==> config.mk <==
export PLATFORM = sky130hd
export DESIGN_NAME = sdram_avmm_arbiter
export DESIGN_NICKNAME = d
export VERILOG_FILES = /design/src/rtl/sdram_arb_pkg.sv /design/src/rtl/arb_tag_fifo.sv /design/src/rtl/sdram_avmm_arbiter.sv
export SDC_FILE = /design/constraint.sdc
export NUM_CORES = 1
export LEC_CHECK = 0
export BUFFER_PORTS_ARGS = -buffer_cell sky130_fd_sc_hd__clkbuf_2
export CORE_UTILIZATION = 38
export DETAILED_ROUTE_END_ITERATION = 8
export PLACE_DENSITY = 0.71
export SKIP_CTS_REPAIR_TIMING = 1
export SYNTH_ARGS = -nofsm -noshare
export SYNTH_HDL_FRONTEND = slang
export SYNTH_SLANG_ARGS = --single-unit
==> constraint.sdc <==
create_clock -name clk -period 3.9 [get_ports clk]
set_clock_uncertainty 0.05 [all_clocks]
set_input_delay 0 -clock clk [delete_from_list [all_inputs] [get_ports clk]]
set_output_delay 0 -clock clk [all_outputs]
set_load 0.01 [all_outputs]
==> src/rtl/sdram_arb_pkg.sv <==
`default_nettype none
// ============================================================================
//  Module      : sdram_arb_pkg
//  Description : Shared types and constants for the two-requester SDRAM
//                Avalon-MM arbiter: requester ids, FSM state encoding,
//                debug_flag bit positions and a pending-count saturator.
//  Revision    : 1.0  initial release
// ============================================================================
package sdram_arb_pkg;

    localparam logic REQ_PCIE = 1'b0;
    localparam logic REQ_USER = 1'b1;

    typedef enum logic [0:0] {
        ARB_IDLE = 1'b0,
        ARB_BUSY = 1'b1
    } arb_state_e;

    localparam int DBG_RSP_ERR    = 15;
    localparam int DBG_PEND_HI    = 14;
    localparam int DBG_PEND_LO    = 12;
    localparam int DBG_LAST_GRANT = 11;
    localparam int DBG_BUSY       = 10;
    localparam int DBG_TXN_HI     = 9;
    localparam int DBG_TXN_LO     = 0;

    // Pending count squeezed into the 3-bit debug field.
    function automatic logic [2:0] sat_pend(input logic [7:0] cnt);
        return (cnt > 8'd7) ? 3'd7 : cnt[2:0];
    endfunction

endpackage
`default_nettype wire

==> src/rtl/arb_tag_fifo.sv <==
`default_nettype none
// ============================================================================
//  Module      : arb_tag_fifo
//  Description : Synchronous 1-bit-wide in-order FIFO holding the requester
//                id of each issued read. Depth must be a power of two so the
//                pointers wrap naturally. Push and pop in the same cycle are
//                legal while non-empty (count unchanged).
//  Ports       : clk, reset        - clock, synchronous active-high reset
//                push_i/push_id_i  - write one id
//                pop_i             - discard head
//                head_o            - id at the head
//                full_o/empty_o    - status
//                count_o           - entries held
//  Revision    : 1.0  initial release
// ============================================================================
module arb_tag_fifo #(
    parameter int DEPTH = 4
) (
    input  logic                     clk,
    input  logic                     reset,
    input  logic                     push_i,
    input  logic                     push_id_i,
    input  logic                     pop_i,
    output logic                     head_o,
    output logic                     full_o,
    output logic                     empty_o,
    output logic [$clog2(DEPTH):0]   count_o
);

    localparam int PTR_W = $clog2(DEPTH);
    localparam int CNT_W = PTR_W + 1;
    localparam logic [PTR_W-1:0] PTR_ONE = PTR_W'(1);
    localparam logic [CNT_W-1:0] CNT_ONE = CNT_W'(1);

    logic [DEPTH-1:0] mem_q;
    logic [PTR_W-1:0] wr_ptr_q;
    logic [PTR_W-1:0] rd_ptr_q;
    logic [CNT_W-1:0] count_q;
    logic             do_push;
    logic             do_pop;

    assign full_o  = (count_q == CNT_W'(DEPTH));
    assign empty_o = (count_q == '0);
    assign count_o = count_q;
    assign head_o  = mem_q[rd_ptr_q];

    // A push into a full FIFO is only allowed when the head leaves this cycle.
    assign do_pop  = pop_i & ~empty_o;
    assign do_push = push_i & (~full_o | do_pop);

    always_ff @(posedge clk) begin
        if (reset) begin
            mem_q    <= '0;
            wr_ptr_q <= '0;
            rd_ptr_q <= '0;
            count_q  <= '0;
        end else begin
            if (do_push) begin
                mem_q[wr_ptr_q] <= push_id_i;
                wr_ptr_q        <= wr_ptr_q + PTR_ONE;
            end
            if (do_pop) begin
                rd_ptr_q <= rd_ptr_q + PTR_ONE;
            end
            case ({do_push, do_pop})
                2'b10:   count_q <= count_q + CNT_ONE;
                2'b01:   count_q <= count_q - CNT_ONE;
                default: count_q <= count_q;
            endcase
        end
    end

endmodule
`default_nettype wire

==> src/rtl/sdram_avmm_arbiter.sv <==
`default_nettype none
// ============================================================================
//  Module      : sdram_avmm_arbiter
//  Description : Round-robin Avalon-MM arbiter sharing one SDRAM controller
//                slave between the PCIe bridge (m0) and the user module (m1).
//                Commands are registered onto av_*; read responses are routed
//                back through an in-order tag FIFO.
//  Ports       : clk, reset               - clock, sync active-high reset
//                m0_* / m1_*              - Avalon-MM slave ports per requester
//                av_*                     - Avalon-MM master to SDRAM controller
//                debug_flag               - {rsp_err, pending, last_grant,
//                                            busy, txn_cnt[9:0]}
//  Revision    : 1.0  initial release
// ============================================================================
module sdram_avmm_arbiter
    import sdram_arb_pkg::*;
#(
    parameter int ADDR_W   = 23,
    parameter int DATA_W   = 32,
    parameter int MAX_PEND = 4
) (
    input  logic              clk,
    input  logic              reset,
    input  logic [ADDR_W-1:0] m0_address,
    input  logic              m0_read,
    input  logic              m0_write,
    input  logic [DATA_W-1:0] m0_writedata,
    input  logic [3:0]        m0_byteenable,
    output logic              m0_waitrequest,
    output logic [DATA_W-1:0] m0_readdata,
    output logic              m0_readdatavalid,
    input  logic [ADDR_W-1:0] m1_address,
    input  logic              m1_read,
    input  logic              m1_write,
    input  logic [DATA_W-1:0] m1_writedata,
    input  logic [3:0]        m1_byteenable,
    output logic              m1_waitrequest,
    output logic [DATA_W-1:0] m1_readdata,
    output logic              m1_readdatavalid,
    output logic [ADDR_W-1:0] av_address,
    output logic              av_read,
    output logic              av_write,
    output logic [DATA_W-1:0] av_writedata,
    output logic [3:0]        av_byteenable,
    input  logic              av_waitrequest,
    input  logic [DATA_W-1:0] av_readdata,
    input  logic              av_readdatavalid,
    output logic [15:0]       debug_flag
);

    localparam int CNT_W = $clog2(MAX_PEND) + 1;

    arb_state_e        state_q;
    logic              grant_q;
    logic              last_grant_q;
    logic [ADDR_W-1:0] av_address_q;
    logic              av_read_q;
    logic              av_write_q;
    logic [DATA_W-1:0] av_writedata_q;
    logic [3:0]        av_byteenable_q;
    logic [9:0]        txn_cnt_q;
    logic              rsp_err_q;
    logic [DATA_W-1:0] m0_readdata_q;
    logic [DATA_W-1:0] m1_readdata_q;
    logic              m0_rvalid_q;
    logic              m1_rvalid_q;

    logic              elig0;
    logic              elig1;
    logic              cand;
    logic              accept;
    logic              tag_push;
    logic              tag_pop;
    logic              tag_head;
    logic              tag_full;
    logic              tag_empty;
    logic [CNT_W-1:0]  tag_count;

    // A read is eligible only while the FIFO has room for its tag; the count
    // is exact in IDLE because no command is in flight then.
    always_comb begin
        elig0 = m0_write | (m0_read & ~tag_full);
        elig1 = m1_write | (m1_read & ~tag_full);
        if (elig0 & elig1) begin
            cand = ~last_grant_q;
        end else if (elig1) begin
            cand = REQ_USER;
        end else begin
            cand = REQ_PCIE;
        end
    end

    // Reset is folded in so no requester sees an accept while in reset.
    assign accept         = (state_q == ARB_IDLE) & (elig0 | elig1) & ~reset;
    assign m0_waitrequest = ~(accept & (cand == REQ_PCIE));
    assign m1_waitrequest = ~(accept & (cand == REQ_USER));

    assign tag_push = (state_q == ARB_BUSY) & ~av_waitrequest & av_read_q;
    assign tag_pop  = av_readdatavalid & ~tag_empty;

    arb_tag_fifo #(
        .DEPTH (MAX_PEND)
    ) u_tag_fifo (
        .clk       (clk),
        .reset     (reset),
        .push_i    (tag_push),
        .push_id_i (grant_q),
        .pop_i     (tag_pop),
        .head_o    (tag_head),
        .full_o    (tag_full),
        .empty_o   (tag_empty),
        .count_o   (tag_count)
    );

    always_ff @(posedge clk) begin
        if (reset) begin
            state_q         <= ARB_IDLE;
            grant_q         <= REQ_PCIE;
            last_grant_q    <= REQ_USER;
            av_address_q    <= '0;
            av_read_q       <= 1'b0;
            av_write_q      <= 1'b0;
            av_writedata_q  <= '0;
            av_byteenable_q <= '0;
            txn_cnt_q       <= '0;
            rsp_err_q       <= 1'b0;
            m0_readdata_q   <= '0;
            m1_readdata_q   <= '0;
            m0_rvalid_q     <= 1'b0;
            m1_rvalid_q     <= 1'b0;
        end else begin
            // Response path: one-cycle registered steering by FIFO head.
            m0_rvalid_q <= 1'b0;
            m1_rvalid_q <= 1'b0;
            if (tag_pop) begin
                if (tag_head == REQ_PCIE) begin
                    m0_readdata_q <= av_readdata;
                    m0_rvalid_q   <= 1'b1;
                end else begin
                    m1_readdata_q <= av_readdata;
                    m1_rvalid_q   <= 1'b1;
                end
            end
            if (av_readdatavalid & tag_empty) begin
                rsp_err_q <= 1'b1;
            end

            case (state_q)
                ARB_IDLE: begin
                    if (accept) begin
                        if (cand == REQ_USER) begin
                            av_address_q    <= m1_address;
                            av_read_q       <= m1_read;
                            av_write_q      <= m1_write;
                            av_writedata_q  <= m1_writedata;
                            av_byteenable_q <= m1_byteenable;
                        end else begin
                            av_address_q    <= m0_address;
                            av_read_q       <= m0_read;
                            av_write_q      <= m0_write;
                            av_writedata_q  <= m0_writedata;
                            av_byteenable_q <= m0_byteenable;
                        end
                        grant_q      <= cand;
                        last_grant_q <= cand;
                        state_q      <= ARB_BUSY;
                    end
                end
                ARB_BUSY: begin
                    if (!av_waitrequest) begin
                        av_read_q  <= 1'b0;
                        av_write_q <= 1'b0;
                        txn_cnt_q  <= txn_cnt_q + 10'd1;
                        state_q    <= ARB_IDLE;
                    end
                end
                default: state_q <= ARB_IDLE;
            endcase
        end
    end

    assign av_address       = av_address_q;
    assign av_read          = av_read_q;
    assign av_write         = av_write_q;
    assign av_writedata     = av_writedata_q;
    assign av_byteenable    = av_byteenable_q;
    assign m0_readdata      = m0_readdata_q;
    assign m1_readdata      = m1_readdata_q;
    assign m0_readdatavalid = m0_rvalid_q;
    assign m1_readdatavalid = m1_rvalid_q;

    assign debug_flag[DBG_RSP_ERR]             = rsp_err_q;
    assign debug_flag[DBG_PEND_HI:DBG_PEND_LO] = sat_pend(8'(tag_count));
    assign debug_flag[DBG_LAST_GRANT]          = last_grant_q;
    assign debug_flag[DBG_BUSY]                = (state_q == ARB_BUSY);
    assign debug_flag[DBG_TXN_HI:DBG_TXN_LO]   = txn_cnt_q;

endmodule
`default_nettype wire
==> results of run 1 <==
## layer usage
layer	vias up	track usage
met3	62	0.08375
met4	0	0.09244
met1	3084	0.2331
met2	258	0.3671
met5	-	0
li1	3186	-
## report_power, final
part	switching (mW)	leakage [nW]	total, mW	internal (mW)
clock	0.687	0.303	1.78	1.09
sequential	0.0569	1.24	1.69	1.63
combinational	0.273	2.88	0.607	0.334
## Yosys cell counts, types with 4 or more instances
master,number
xnor2_1,7
ha_1,6
dfxtp_1,152
a21oi_1,74
o21ai_0,4
nor3_1,5
inv_1,72
nand3_1,10
buf_6,6
nand2_1,139
nor2_1,83
a221o_1,9
clkbuf_1,40
xor2_1,6
a221o_2,51
## how the worst max path moves through the flow
stage                                     start               endpoint  slack (ns)  cells past startpoint
final                     u_tag_fifo.count_o[2]       av_byteenable[2]        0.69                      6
after global placement    u_tag_fifo.count_o[0]  u_tag_fifo.count_o[2]        1.05                      9
after detailed placement  u_tag_fifo.count_o[0]  u_tag_fifo.count_o[2]        0.99                      9
after global routing      u_tag_fifo.count_o[2]         av_address[18]        0.59                      6
after CTS                 u_tag_fifo.count_o[0]  u_tag_fifo.count_o[2]        0.97                      9
after floorplan           u_tag_fifo.count_o[0]  u_tag_fifo.count_o[2]        1.02                     10
## worst min-delay path, cell delays in order
cell,delay (ns)
clkbuf_2,0.12
nor2_1,0.08
o21ai_0,0.11
nor2_1,0.10
nor3_1,0.05
## sequential cells by signal, indices dropped and copies added (netlist names)
| signal | count |
|---|---|
| av_address | 23 |
| av_byteenable | 4 |
| av_read | 1 |
| av_write | 1 |
| av_writedata | 32 |
| grant_q | 1 |
| last_grant_q | 1 |
| m0_readdata | 32 |
| m0_readdatavalid | 1 |
| m1_readdata | 32 |
| m1_readdatavalid | 1 |
| rsp_err_q | 1 |
| state_q | 1 |
| txn_cnt_q | 10 |
| u_tag_fifo.count_o | 3 |
| u_tag_fifo.mem_q | 4 |
| u_tag_fifo.rd_ptr_q | 2 |
| u_tag_fifo.wr_ptr_q | 2 |
## per-stage QoR
stage	hold slack (ns)	setup WS, ns	utilization	area [um2]
2_1_floorplan	0.08598	1.021	-	5989
3_3_place_gp	0.1744	1.052	0.4976	7621
3_5_place_dp	0.1781	0.9921	0.4976	7621
4_1_cts	-0.2731	0.9715	0.5391	8257
5_1_grt	0.05481	0.5941	0.6400	9801
6_report	0.03427	0.6949	0.6400	9801
## layout make-up
type,count,area share
clock inverters,14,0.02004
inverters,72,0.02758
flip-flops and latches,152,0.3105
multi-input cells,424,0.2502
diodes,1,0.0002553
well taps,211,0.02694
clock buffers,18,0.04481
repair buffers,465,0.3197
## kinds of logic (layout without fill, tap and decap cells)
logic type / Yosys count / in the layout / share of synthesized area
AO/OA/AOI/OAI: 148 / 148 / 0.1937
XOR/XNOR: 13 / 13 / 0.01901
adder cells (fa/ha/maj): 7 / 7 / 0.01588
buffers and inverters: 122 / 569 / 0.08586
flip-flops: 152 / 152 / 0.5080
multiplexers: 2 / 2 / 0.005431
other: 0 / 1 / 0
AND/OR/NAND/NOR: 254 / 254 / 0.1721
==> metrics.txt, run 1 <==
status finished, final reports clean; synthesized area approximately 0.0060 mm2; yosys warns 0; highest metal used met4; CP max FO 37; Routed Antenna Nets 0; Total Routing Usage GR 0.2135; full die area 0.01627 mm2; Max Clock Freq between 0.3 and 0.4 GHz; Synth Register Bits about 150; initial antenna violation count 1; FF+latch area about 0.0030 mm2; CTS tree done; RD Place Congestion roughly 0.83; worst r2r path cells 6; DIE HEIGHT between 100 and 150 um; crit-path cells or3b_1 -> a21oi_1 -> o211a_2 -> buf_4 -> a221o_1 -> dlygate4sd3_1; syn_area_per_cell around 8.6 um2; Rows 45; data required time of the worst path roughly 4.2 ns; Setup crit start kind register; root buf cell clkbuf_16; I/O pins approximately 300; Initial Util 0.3911; cell depth of the worst hold path 5; slowest stage delay, CP about 0.6 ns; P per Cell Area 416.0 mW/mm2; Wirelength per Cell 15.59 um; Synth top area share 0.5080; met2 wire len approximately 11,000 um; DR DRC count 0; largest net degree at the start of global routing 59; largest cells by area after synthesis dfxtp_1 (51%), a221o_2 (9.6%), nand2_1 (8.7%), a21oi_1 (6.2%), nor2_1 (5.2%); reg2reg end av_byteenable[2]; grt ovf 0; Critical R2R Launch u_tag_fifo.count_o[2]; post-synthesis cell count 698; most frequent cells in the layout clkbuf_2 (301), dlygate4sd3_1 (154), dfxtp_1 (152); Fin. Hold Viols 0; Worst-Margin Slew slightly below 0.9 ns; Leakage between 4 and 5 nW; synthesis-to-finish area growth 63.63%; period utilisation layout 0.8218; Clock transition at path regs about 0.070 ns; Slowest cell on crit path o211a_2; Main synth FF type dfxtp_1; first-pass GRT wire length approximately 27,000 um; final wirelength ~21,000 um; core area between 0.015 and 0.02 mm2; Worst setup EP type register; CP delay by family, top compound AO/OA/AOI/OAI gates; H-tree Lvls 4; power consumption roughly 4.1 mW; arrival time at the worst endpoint about 3.5 ns; DR vias about 6,600; vias in the first global route 5,409; FFs w/ async S/R, synth 0; synthesized net count ~860; first-pass iteration count of the detailed router 5; Setup TNS 0 ns; count of different cell masters after synthesis between 40 and 50; Worst Hold End state_q; layout net count 1,297; Clock Tree Buf Depth 2; fin crit period around 3.2 ns; DP Cell Count 1,170; Iter 0 DRT Violations roughly 380; R2R Setup Slk between 0.6 and 0.7 ns; Synth area leader dfxtp_1; DRT met1 WL 7948 um; max-capacitance violation count 0; Peak VDD IR between 0.0003 and 0.0004 V; hpwl dp around 13,000 um; WS Path Type register to register; # fillers about 1,200; IO Port Bufs just over 300; final setup fails 0; post-route insts no fill between 1,000 and 1,500; fin. max-slew vios 0; CP bufs+invs 2; DR WL met3 around 1600 um; Hold WC Path Type primary input to register; unrepaired setup endpoints after global routing no; Clock Sinks approximately 150; Multi-input gate area around 0.0025 mm2; HP Start m0_read; Slew headroom 0.4222; post-synthesis sequential area ratio 0.5080; share of post-route cells with drive strength above 1 0.3520; CTS buffer count 17; chip width 127.5 um; commonest non-fill, non-tap cell in the layout clkbuf_2; latest clock arrival within the worst-skew pair between 0.4 and 0.5 ns; Via density between 4 and 5; Post-synth EDFFs 0
Note: power is estimated with default switching activity, not from simulation.
==> inputs of run 2 (changes only) <==
==> constraint.sdc (replaced) <==
create_clock -name clk -period 3.17 [get_ports clk]
set_clock_uncertainty 0.05 [all_clocks]
set_input_delay 0 -clock clk [delete_from_list [all_inputs] [get_ports clk]]
set_output_delay 0 -clock clk [all_outputs]
set_load 0.01 [all_outputs]
==> run 2 against run 1 <==
  * Fmax up 8.6%
  * Count of clock-buffer cells in the layout up 2
  * Combinational power up 25%
  * Register-to-register slack worse by 0.48 ns
  * Power grew 19%
  * Critical path depth rose by 1
  * Via count increased by 1.8%
  * First-iteration DRC count shrank 12%
  * Setup slack worse by 0.48 ns
==> metrics.txt, run 2 (synthesis gave the netlist of run 1 again) <==
Fin. Hold Viols 0 (unchanged); core area 0.01531 mm2 (unchanged); Critical R2R Launch state_q (was u_tag_fifo.count_o[2]); initial antenna violation count 0 (was 1); WS Path Type register to register (unchanged); RD Place Congestion 0.8314 (was 0.8260); CTS tree done (unchanged); arrival time at the worst endpoint 3.21 ns (was 3.52 ns); Leakage 4.416 nW (was 4.424 nW); fin crit period 2.952 ns (was 3.205 ns); ant diodes 0 (was 1); unrepaired setup endpoints after global routing no (unchanged); Wirelength per Cell 15.93 um (was 15.59 um); Rows 45 (unchanged); CTS buffer count 17 (unchanged); H-tree Lvls 4 (unchanged); Slowest cell on crit path o221ai_4 (was o211a_2); DP Worst Slack 0.2711 ns (was 0.9921 ns); Total Routing Usage GR 0.2131 (was 0.2135); Worst setup EP type register (unchanged); root buf cell clkbuf_16 (unchanged); DR vias 6,706 (was 6,590); Worst-Margin Slew 0.9717 ns (was 0.8667 ns); HP Start m1_write (was m0_read); CP delay by family, top compound AO/OA/AOI/OAI gates (unchanged); crit-path cells buf_4 -> o21bai_1 -> o221ai_4 -> buf_12 -> nor2_1 -> a221o_2 -> dlygate4sd3_1 (was or3b_1 -> a21oi_1 -> o211a_2 -> buf_4 -> a221o_1 -> dlygate4sd3_1); DIE HEIGHT 127.5 um (unchanged); met2 wire len 10,980 um (was 10,770 um); Slew headroom 0.3522 (was 0.4222); period utilisation layout 0.9314 (was 0.8218); Hold WC Path Type primary input to register (unchanged); Clock Tree Buf Depth 2 (unchanged); DRT met1 WL 7996 um (was 7948 um); final setup fails 0 (unchanged); slowest stage delay, CP 0.78 ns (was 0.61 ns); vias in the first global route 5,437 (was 5,409); Worst Slack Setup Final 0.2176 ns (was 0.6949 ns); fin. max-slew vios 0 (unchanged); CP bufs+invs 3 (was 2); first-pass iteration count of the detailed router 5 (unchanged); final wirelength 21,610 um (was 21,160 um); highest metal used met4 (unchanged); IO Port Bufs 302 (unchanged); I/O pins 303 (unchanged); layout net count 1,299 (was 1,297); largest net degree at the start of global routing 85 (was 59); Routed Antenna Nets 0 (unchanged); first-pass GRT wire length 27,020 um (was 26,820 um); Peak VDD IR 0.0003544 V (was 0.0003093 V); commonest non-fill, non-tap cell in the layout clkbuf_2 (unchanged); Initial Util 0.3911 (unchanged); CP max FO 32 (was 37); share of post-route cells with drive strength above 1 0.3508 (was 0.3520); most frequent cells in the layout clkbuf_2 (301), dlygate4sd3_1 (155), dfxtp_1 (152) (was clkbuf_2 (301), dlygate4sd3_1 (154), dfxtp_1 (152)); DR DRC count 0 (unchanged); final core occ 0.6380 (was 0.6400); full die area 0.01627 mm2 (unchanged); hpwl dp 12,390 um (was 12,590 um); grt ovf 0 (unchanged); data required time of the worst path 3.42 ns (was 4.22 ns); Max Clock Freq 0.3387 GHz (was 0.3120 GHz); worst setup path startpoint state_q (was u_tag_fifo.count_o[2]); chip width 127.5 um (unchanged); DR WL met3 1754 um (was 1649 um); Setup TNS 0 ns (unchanged); Clock transition at path regs 0.07 ns (about the same); synthesis-to-finish area growth 63.13% (was 63.63%); latest clock arrival within the worst-skew pair 0.42 ns (was 0.43 ns); Setup crit start kind register (unchanged); status finished, final reports clean (unchanged); Iter 0 DRT Violations 332 (was 376); Via density 4.942 (was 4.856); max-capacitance violation count 0 (unchanged); P per Cell Area 497.5 mW/mm2 (was 416.0 mW/mm2); Clock Sinks 152 (unchanged)
[run 2: stage by stage]
stage               total power [mW]  instances  hold WS, ns  cell area [um2]
global placement               2.636       1171       0.1732             7641
finish                         4.861       1357      0.06310             9771
detailed placement             2.643       1171       0.1784             7641
CTS                            4.644       1202      -0.2638             8219
global route                   5.036       1357      0.09975             9771
floorplan                      2.386        698      0.08598             5989
[run 2: where the power goes]
part	switching [mW]	internal [mW]
Clock	0.824	1.20
Combinational	0.346	0.415
Sequential	0.0686	2.01
Total	1.24	3.62
[run 2: worst register-to-register path, stage by stage (launching register included)]
cell           delay (ns)
dfxtp_1              0.37
buf_4                0.20
o21bai_1             0.19
o221ai_4             0.78
buf_12               0.29
nor2_1               0.10
a221o_2              0.29
dlygate4sd3_1        0.57
[run 2: routing by layer]
metal / vias to the layer above / global-route usage
met2: 314 / 0.3626
met1: 3122 / 0.2369
met5: - / 0
li1: 3197 / -
met4: 0 / 0.09174
met3: 73 / 0.08166
[run 2: final timing paths]
check | end | slack [ns] | cells past startpoint
hold / removal | state_q | 0.06 | 5
setup reg to reg | av_address[0] | 0.22 | 7
hold reg to reg | m1_readdata[26] | 0.40 | 2
setup / recovery | av_address[0] | 0.22 | 7
[run 2: cell type report]
| type | count | area, um2 |
|---|---|---|
| fill | 1206 | 5544 |
| timing repair buffer | 467 | 3163 |
| sequential | 152 | 3043 |
| multi-input combinational | 424 | 2452 |
| clock buffer | 20 | 456.7 |
| inverter | 72 | 270.3 |
| tap | 211 | 264.0 |
| clock inverter | 11 | 121.4 |
==> inputs of run 3 (changes only) <==
--- a/config.mk
+++ b/config.mk
@@ -8,8 +8,9 @@
 export BUFFER_PORTS_ARGS = -buffer_cell sky130_fd_sc_hd__clkbuf_2
 export CORE_UTILIZATION = 38
 export DETAILED_ROUTE_END_ITERATION = 8
-export PLACE_DENSITY = 0.71
+export PLACE_DENSITY = 0.73
 export SKIP_CTS_REPAIR_TIMING = 1
 export SYNTH_ARGS = -nofsm -noshare
 export SYNTH_HDL_FRONTEND = slang
+export SYNTH_HIERARCHICAL = 1
 export SYNTH_SLANG_ARGS = --single-unit
==> run 3 against run 2 <==
  * Die area is 13% higher
  * Sequential power hardly changed
  * Global-route usage is 0.74 points higher
  * Setup slack worse by 0.033 ns
  * Hold slack worse by 0.062 ns
  * Synthesized cell count is 13% higher
  * Count of clock-buffer cells in the layout is 2 lower
  * Wire length is 12% higher
  * Sequential cell count stayed put
  * Fmax is 1.1% lower
  * Synthesized area is 14% higher
  * Cell area is 8.6% higher
  * Critical path type unchanged
  * Largest power group is now clock
  * Highest routed layer unchanged
==> metrics.txt, run 3 <==
Total Routing Usage GR 0.2205 (was 0.2131); most frequent cells in the layout clkbuf_2 (301), dfxtp_1 (152), dlygate4sd3_1 (151) (was clkbuf_2 (301), dlygate4sd3_1 (155), dfxtp_1 (152)); Peak VDD IR 0.0003756 V (was 0.0003544 V); Iter 0 DRT Violations 470 (was 332); Synth Area in Compound Gates 0.2436 (was 0.1936); Hold WC Path Type primary input to register (unchanged); Post-synth EDFFs 0 (unchanged); post-synthesis adder-cell area fraction 0.01398 (was 0.01588); CTS tree done (unchanged); DR vias 7,409 (was 6,706); P per Cell Area 507.8 mW/mm2 (was 497.5 mW/mm2); fin crit period 2.985 ns (was 2.952 ns); status finished, final reports clean (unchanged); R2R Setup Slk 0.18 ns (was 0.22 ns); root buf cell clkbuf_16 (unchanged); post-synthesis xor/xnor area fraction 0.01417 (was 0.01901); FFs w/ async S/R, synth 0 (unchanged); count of different cell masters after synthesis 42 (unchanged); largest net degree at the start of global routing 113 (was 85); layout net count 1,368 (was 1,299); WS Path Type register to register (unchanged); vias in the first global route 6,171 (was 5,437); final setup fails 0 (unchanged); Synth area leader dfxtp_1 (unchanged); Leakage 4.565 nW (was 4.416 nW); Initial Util 0.3918 (was 0.3911); latest clock arrival within the worst-skew pair 0.42 ns (about the same); Synth top area share 0.4475 (was 0.5080); IO Port Bufs 302 (unchanged); Worst-Margin Slew 0.9154 ns (was 0.9717 ns); RD Place Congestion 0.7985 (was 0.8314); synthesis-to-finish area growth 56.10% (was 63.13%); first-pass iteration count of the detailed router 4 (was 5); period utilisation layout 0.9418 (was 0.9314); mux share of post-synthesis cell area 0.01067 (was 0.005431); CTS buffer count 17 (unchanged); arrival time at the worst endpoint 3.30 ns (was 3.21 ns); hold slack 0.0008503 ns (was 0.06310 ns); power consumption 5.390 mW (was 4.861 mW); largest cells by area after synthesis dfxtp_1 (45%), a311oi_2 (13%), nand2_1 (7.6%), a21oi_1 (5.4%), nand3_1 (5.1%) (was dfxtp_1 (51%), a221o_2 (9.6%), nand2_1 (8.7%), a21oi_1 (6.2%), nor2_1 (5.2%)); fin. max-slew vios 0 (unchanged); full die area 0.01843 mm2 (was 0.01627 mm2); syn_area_per_cell 8.608 um2 (was 8.581 um2); H-tree Lvls 4 (unchanged); most frequent cells after synthesis dfxtp_1 (152), nand2_1 (137), nor2_1 (79), a21oi_1 (74), nand3_1 (69) (was dfxtp_1 (152), nand2_1 (139), nor2_1 (83), a21oi_1 (74), inv_1 (72)); Max Clock Freq 0.3350 GHz (was 0.3387 GHz); synthesized net count 955 (was 863); DIE HEIGHT 135.8 um (was 127.5 um); share of post-route cells with drive strength above 1 0.3443 (was 0.3508); Synth Register Bits 152 (unchanged); max-capacitance violation count 0 (unchanged); Clock transition at path regs 0.06 ns (was 0.07 ns); chip width 135.8 um (was 127.5 um); synthesized area 0.006800 mm2 (was 0.005989 mm2); Clock Sinks 152 (unchanged); yosys warns 6 (was 0); Routed Antenna Nets 0 (unchanged); Setup TNS 0 ns (unchanged); final wirelength 24,300 um (was 21,610 um); DP Worst Slack 0.1881 ns (was 0.2711 ns); Worst Slack Setup Final 0.1845 ns (was 0.2176 ns); Worst setup EP type register (unchanged); core area 0.01736 mm2 (was 0.01531 mm2); hpwl dp 14,390 um (was 12,390 um); Setup crit start kind register (unchanged); post-synthesis cell count 790 (was 698); main combinational cell family by area after synthesis compound AO/OA/AOI/OAI gates (unchanged); DR DRC count 0 (unchanged); Clock Tree Buf Depth 2 (unchanged); data required time of the worst path 3.48 ns (was 3.42 ns); CP max FO 43 (was 32); Rows 48 (was 45); I/O pins 303 (unchanged); commonest non-fill, non-tap cell in the layout clkbuf_2 (unchanged); grt ovf 0 (unchanged); initial antenna violation count 2 (was 0); first-pass GRT wire length 31,400 um (was 27,020 um); Fin. Hold Viols 0 (unchanged); post-synthesis sequential area ratio 0.4475 (was 0.5080); Wirelength per Cell 16.86 um (was 15.93 um); Slew headroom 0.3897 (was 0.3522); Post-Synth Simple-Gate Area 0.2083 (was 0.1721); Main synth FF type dfxtp_1 (unchanged); Via density 5.142 (was 4.942); count leader, synth dfxtp_1 (unchanged)
==> run 3: cell types whose count changed after synthesis, sizes merged, moves of 7 or more <==
cell    change
o21ai      +63
inv        -64
buf        +33
clkbuf      -7
a221o      -60
nand2b      +7
nand3      +59
a311oi     +59
==> run 3: layout make-up <==
type | instances | area (um2)
clock buffer | 18 | 429.2
multi-input combinational | 554 | 3371
clock inverter | 12 | 249.0
sequential | 152 | 3043
tap | 225 | 281.5
antenna | 2 | 5.005
inverter | 8 | 30.03
timing repair buffer | 470 | 3207
fill | 1409 | 6741
==> run 3: where the power goes <==
group / internal [mW] / switching [mW] / leakage [nW] / total (mW)
combinational: 0.464 / 0.497 / 3.00 / 0.961
clock: 1.55 / 0.817 / 0.326 / 2.37
sequential: 2.00 / 0.0576 / 1.24 / 2.06
==> run 3: kinds of logic (layout without fill, tap and decap cells) <==
kind of cell | after synthesis | count (layout)
simple gates | 323 | 323
compound gates | 207 | 207
flops | 152 | 152
buf+inv | 84 | 508
xor+xnor | 11 | 11
fa+ha+maj | 7 | 7
mux | 6 | 6
other cells | 0 | 2
==> run 3: critical path, cell delays in order (launching register included) <==
cell and delay (ns):
dfxtp_1 0.45, inv_1 0.12, and3_1 0.22, nor2b_1 0.25, or2_2 0.44, buf_12 0.28
nand3_1 0.15, a311oi_2 0.33, dlygate4sd3_1 0.61
==> run 3: through the flow <==
stage | area [um2] | std cells | utilization
after floorplan | 6800 | 790 | -
after global placement | 8416 | 1258 | 0.4849
after detailed placement | 8416 | 1258 | 0.4849
after CTS | 9094 | 1288 | 0.5239
after global routing | 10620 | 1441 | 0.6116
final | 10620 | 1441 | 0.6116
==> run 3: routing by layer <==
metal,vias to the layer above,global-route usage,part of all wire
li1,3583,-,-
met1,3429,0.2400,0.38
met2,345,0.3781,0.51
met5,-,0,0
met4,0,0.09551,0.024
met3,52,0.08567,0.089
==> run 3: worst paths after layout <==
path | from | end | cells past startpoint
setup / recovery | u_tag_fifo/count_o[0] | av_address[7] | 8
setup reg to reg | u_tag_fifo/count_o[0] | av_address[7] | 8
hold reg to reg | m0_readdata[16] | m0_readdata[16] | 2
hold / removal | m1_read | av_read | 4
